$ cat src/rtl/dbg_hex_tx.sv
// Debug UART transmitter: renders a latched 16-bit word as four uppercase hex digits plus CR LF,
// 8N1, LSB first. One request per line; requests while busy are dropped.
module dbg_hex_tx #(
    parameter int unsigned CLK_FREQ = 100_000_000,
    parameter int unsigned BAUD     = 1_000_000
) (
    input  logic        clk_i,
    input  logic        reset_ni,
    input  logic        start_i,
    input  logic [15:0] data_i,
    output logic        tx_o,
    output logic        busy_o,
    output logic        done_o
);

    localparam int unsigned CLKS_PER_BIT = CLK_FREQ / BAUD;
    localparam int unsigned CNT_W = (CLKS_PER_BIT > 1) ? $clog2(CLKS_PER_BIT) : 1;
    localparam logic [CNT_W-1:0] BAUD_LAST = CNT_W'(CLKS_PER_BIT - 1);

    if (CLKS_PER_BIT < 2) begin : g_bad_baud
        $error("dbg_hex_tx: CLK_FREQ / BAUD must be at least 2");
    end

    typedef enum logic [1:0] {
        StIdle,
        StStart,
        StData,
        StStop
    } state_e;

    state_e           r_state, w_state;
    logic [CNT_W-1:0] r_baud, w_baud;
    logic [2:0]       r_bit, w_bit;
    logic [2:0]       r_char, w_char_idx;
    logic [15:0]      r_word, w_word;
    logic             r_tx, w_tx;
    logic             r_busy, w_busy;
    logic             r_done, w_done;

    logic [7:0]       w_char;
    logic             w_bit_end;
    logic [2:0]       w_next_bit;

    function automatic logic [7:0] hex_ascii(input logic [3:0] n);
        // 'A' - 10 = 0x37
        return (n < 4'd10) ? (8'h30 + {4'h0, n}) : (8'h37 + {4'h0, n});
    endfunction

    always_comb begin
        case (r_char)
            3'd0:    w_char = hex_ascii(r_word[15:12]);
            3'd1:    w_char = hex_ascii(r_word[11:8]);
            3'd2:    w_char = hex_ascii(r_word[7:4]);
            3'd3:    w_char = hex_ascii(r_word[3:0]);
            3'd4:    w_char = 8'h0D;
            default: w_char = 8'h0A;
        endcase
    end

    assign w_bit_end  = (r_baud == BAUD_LAST);
    assign w_next_bit = r_bit + 3'd1;

    always_comb begin
        w_state    = r_state;
        w_baud     = r_baud;
        w_bit      = r_bit;
        w_char_idx = r_char;
        w_word     = r_word;
        w_tx       = r_tx;
        w_busy     = r_busy;
        w_done     = 1'b0;

        case (r_state)
            StIdle: begin
                w_tx   = 1'b1;
                w_busy = 1'b0;
                if (start_i) begin
                    w_state    = StStart;
                    w_word     = data_i;
                    w_baud     = '0;
                    w_bit      = '0;
                    w_char_idx = '0;
                    w_tx       = 1'b0;
                    w_busy     = 1'b1;
                end
            end
            StStart: begin
                if (w_bit_end) begin
                    w_baud  = '0;
                    w_state = StData;
                    w_tx    = w_char[0];
                end else begin
                    w_baud = r_baud + CNT_W'(1);
                end
            end
            StData: begin
                if (w_bit_end) begin
                    w_baud = '0;
                    if (r_bit == 3'd7) begin
                        w_state = StStop;
                        w_bit   = '0;
                        w_tx    = 1'b1;
                    end else begin
                        w_bit = w_next_bit;
                        w_tx  = w_char[w_next_bit];
                    end
                end else begin
                    w_baud = r_baud + CNT_W'(1);
                end
            end
            StStop: begin
                if (w_bit_end) begin
                    w_baud = '0;
                    if (r_char == 3'd5) begin
                        w_state = StIdle;
                        w_busy  = 1'b0;
                        w_done  = 1'b1;
                        w_tx    = 1'b1;
                    end else begin
                        // Next start bit follows the stop bit with no idle gap.
                        w_char_idx = r_char + 3'd1;
                        w_state    = StStart;
                        w_tx       = 1'b0;
                    end
                end else begin
                    w_baud = r_baud + CNT_W'(1);
                end
            end
            default: begin
                w_state = StIdle;
                w_tx    = 1'b1;
                w_busy  = 1'b0;
            end
        endcase
    end

    always_ff @(posedge clk_i or negedge reset_ni) begin
        if (!reset_ni) begin
            r_state <= StIdle;
            r_baud  <= '0;
            r_bit   <= '0;
            r_char  <= '0;
            r_word  <= '0;
            r_tx    <= 1'b1;
            r_busy  <= 1'b0;
            r_done  <= 1'b0;
        end else begin
            r_state <= w_state;
            r_baud  <= w_baud;
            r_bit   <= w_bit;
            r_char  <= w_char_idx;
            r_word  <= w_word;
            r_tx    <= w_tx;
            r_busy  <= w_busy;
            r_done  <= w_done;
        end
    end

    assign tx_o   = r_tx;
    assign busy_o = r_busy;
    assign done_o = r_done;

endmodule

$ cat config.mk
export PLATFORM = sky130hd
export DESIGN_NAME = dbg_hex_tx
export DESIGN_NICKNAME = d
export VERILOG_FILES = /design/src/rtl/dbg_hex_tx.sv
export SDC_FILE = /design/constraint.sdc
export NUM_CORES = 1
export LEC_CHECK = 0
export CAP_MARGIN = 0
export CORE_AREA = 2 2 70 72
export CTS_BUF_LIST = sky130_fd_sc_hd__clkbuf_8 sky130_fd_sc_hd__clkbuf_16
export CTS_CLUSTER_DIAMETER = 100
export DETAILED_ROUTE_END_ITERATION = 6
export DIE_AREA = 0 0 72 74
export PLACE_DENSITY = 0.79
export SLEW_MARGIN = 20
export SYNTH_ARGS = -nofsm -noshare
export SYNTH_HDL_FRONTEND = slang
export SYNTH_SLANG_ARGS = --single-unit
$ cat constraint.sdc
create_clock -name clk_i -period 2.2 [get_ports clk_i]
set_clock_uncertainty 0.05 [all_clocks]
set_input_delay 0.66 -clock clk_i [delete_from_list [all_inputs] [get_ports clk_i]]
set_output_delay 0.66 -clock clk_i [all_outputs]
set_load 0.02 [all_outputs]
==> impl_metrics.py <==
metrics = {
    "power_and_ir_drop": {
        "power.density_nw_per_um2": 427.7,
        "p_seq_share_pct": 51.0,
        "p_comb_share_pct": 4.2,
        "ir_drop_v": 0.0003038,
        "sw_frac_of_total_pct": 20.49,
        "power.internal_uw": 974.3,
        "p_sw_uw": 251.0,
        "power_leakage_uw": 0.001278,
        "power_frac_clock_pct": 44.8,
    },
    "worst_hold_path": {
        "hold_path.class": "reg2reg",
        "hold_depth": 2,
    },
    "setup_path": {
        "r2r_end": "tx_o",
        "worst_setup_path_start_kind": "register",
        "cp_data_required_time_ns": 2.36,
        "path_max_fanout": 6,
        "endpoint": "tx_o",
        "arrival_ns": 2.38,
        "startpoint": "r_char[1]",
        "cp-end-kind": "register",
        "ff2ff_setup_slack_ns": -0.02,
        "reg2reg_from": "r_char[1]",
        "reg2reg_depth": 9,
        "critical_path_class": "reg2reg",
    },
    "clock_tree": {
        "clockRootBuffer": "clkbuf_8",
        "clk_pin_slew_ns": 0.07,
        "cts_max_level": 2,
        "clk_latency_ns": 0.28,
        "ctsHoldBuffers": 0,
        "cts_max_path_buffers": 2,
        "cts_tree": "built",
        "cts_sinks": 34,
        "cts_buffers": 5,
    },
    "synthesis": {
        "synth_seq_area_share_pct": 37.38,
        "yosysWarningCount": 0,
        "yosys_most_used_dff": "dfrtp_1",
        "synth_seq_cells": 34,
        "syn_area_um2": 2280,
        "synth_edf_count": 0,
        "syn_nets": 283,
        "async_flop_share_pct": 100.0,
        "syn_inst": 248,
        "synth_area_per_cell_um2": 9.192,
        "yosysUniqueCellTypes": 50,
    },
    "global_route": {
        "use_met2_pct": 36.93,
        "grtUsageMet1_pct": 27.59,
        "met3_usage_pct": 4.065,
        "grt_util_all_layers_pct": 21.48,
        "grt_start_max_net_pins": 35,
        "grt-ovfl-total": 0,
        "grt_pass1_wl_mm": 8.997,
        "gr-max-usage-layer": "met2",
        "antenna_found_initial": 0,
        "grt_pass1_vias": 2003,
    },
    "floorplan": {
        "core_region_area_um2": 4598,
        "die_w_um": 72,
        "fp.dieH_um": 74,
        "start_util_pct": 49.58,
        "ios": 22,
        "rows": 25,
        "die_area_um2": 5328,
    },
    "route": {
        "routed_wirelength_mm": 5.335,
        "vias_per_cell": 5.839,
        "drt_iter0_drc": 160,
        "antenna_left": 0,
        "wl_per_cell_um": 15.33,
        "vias": 2032,
        "route.detailed.drc": 0,
        "first_pass_iters": 5,
    },
    "placed_design": {
        "pre_cts_ws_ns": -0.04908,
        "dp_hpwl_mm": 3.725,
        "portBuffers": 21,
        "dpl_cell_area_um2": 2686,
        "gp_congestion": 0.9135,
    },
    "cells_and_area": {
        "layout_common_cells": "33 x dfrtp_1, 30 x nand2_1, 26 x o21ai_0",
        "nets": 328,
        "final_common_cell": "dfrtp_1",
        "area_growth_syn_to_layout_pct": 25.69,
        "drive_gt1_share_pct": 21.43,
        "antenna-diode-count": 0,
        "fin_area_um2": 2865,
    },
    "timing": {
        "setup_viol": 1,
        "clock.fmax_mhz": 451.4,
        "maxSlewViolCount": 0,
        "rsz0062_at_grt": "true",
        "worst_pin_slew_ns": 0.5426,
        "timing.final.ws_setup_ns": -0.01515,
        "maxSlewHeadroom_pct": 63.44,
        "final_hold_viol_count": 0,
        "tns_ns": -0.01515,
        "fin_crit_ns": 2.215,
        "min_period_over_period_pct": 100.7,
    },
    "status": {
        "violations": "setup timing",
        "status": "finished with violations",
    },
    "job": {
        "cap_viol_max_count": 0,
    },
}
-- state kept, by name, indices dropped and copies added (netlist names) --
name     count
busy_o       1
done_o       1
r_word      16
tx_o         1
r_state      2
r_char       3
r_baud       7
r_bit        3
-- area by class of cell --
| class | count | area [µm²] |
|---|---|---|
| multi-input combinational | 191 | 1380 |
| fill | 393 | 1733 |
| inverter | 18 | 67.56 |
| sequential | 34 | 852.1 |
| clock buffer | 8 | 110.1 |
| timing repair buffer | 43 | 387.9 |
| tap | 54 | 67.56 |
-- per-stage QoR --
stage	hold WS, ns	power (µW)	std cells	util [%]
floorplan	0.3144	639.9	248	-
global placement	0.4224	689.2	336	58.42
detailed placement	0.4288	689.5	336	58.42
CTS	0.4454	1238	346	61.50
global route	0.4860	1256	348	62.31
finish	0.4382	1225	348	62.31
-- per-layer routing --
layer	vias to the layer above	part of all wire, %
met5	-	0
li1	1001	-
met1	955	45
met4	0	1.2
met2	66	49
met3	10	4.9
-- cell families after synthesis --
kind of cell | Yosys count | share of synthesized area [%]
and+or+nand+nor | 75 | 17.12
xor gates and xnor gates | 4 | 1.537
adders and majority gates | 16 | 8.781
DFF | 34 | 37.38
buffers and inverters | 23 | 3.897
AOI/OAI and AO/OA | 78 | 22.45
muxes | 18 | 8.836
-- power by group through the flow --
stage	Combinational, µW	Sequential (µW)	Clock [µW]
global route	57.2	624	575
finish	51.2	625	550
floorplan	2.93	637	0
detailed placement	52.7	637	0
CTS	53.1	625	560
global placement	52.4	637	0
-- cells in the mapped netlist (2+ instances only) --
| cell type | count | area [µm²] |
|---|---|---|
| a21boi_0 | 4 | 30.03 |
| a21boi_1 | 2 | 15.01 |
| a21o_1 | 2 | 15.01 |
| a21oi_1 | 6 | 30.03 |
| a222oi_1 | 2 | 20.02 |
| a31oi_1 | 4 | 25.02 |
| and2b_1 | 2 | 15.01 |
| and3_1 | 4 | 25.02 |
| and4b_1 | 3 | 30.03 |
| buf_2 | 2 | 10.01 |
| clkbuf_1 | 3 | 11.26 |
| dfrtp_1 | 33 | 825.8 |
| ha_1 | 16 | 200.2 |
| inv_1 | 18 | 67.56 |
| mux2_2 | 17 | 191.4 |
| nand2_1 | 30 | 112.6 |
| nand2b_1 | 3 | 18.77 |
| nand3_1 | 6 | 30.03 |
| nand4_1 | 2 | 12.51 |
| nor2_1 | 9 | 33.78 |
| nor2b_1 | 8 | 50.05 |
| nor4b_1 | 2 | 17.52 |
| o211ai_1 | 4 | 30.03 |
| o21ai_0 | 27 | 135.1 |
| o21ai_1 | 5 | 25.02 |
| o22ai_1 | 3 | 18.77 |
| o31ai_1 | 5 | 37.54 |
| xnor2_1 | 4 | 35.03 |
-- worst min-delay path by stage --
stage | startpoint | endpoint | slack, ns
after floorplan | reset_ni | busy_o | 0.31
after global placement | r_bit[1] | r_bit[1] | 0.42
after detailed placement | r_bit[1] | r_bit[1] | 0.43
after CTS | r_bit[1] | r_bit[1] | 0.45
after global routing | r_baud[6] | r_baud[6] | 0.49
final | r_bit[1] | r_bit[1] | 0.44
-- critical path: stages (launching register included) --
cell and delay, ns:
dfrtp_1 0.43, ha_2 0.20, ha_2 0.17, buf_4 0.15, nand2_1 0.08, o31ai_2 0.08, nor4_2 0.33, a2111oi_2 0.06
a311o_1 0.29, a211o_1 0.30
-- what timing repair did --
item	CTS	global route
setup buffers	2	2
gates resized for setup	4	8
endpoints found under the setup margin	1	1
pin swaps	4	5
(Power assumes the default switching activity.)
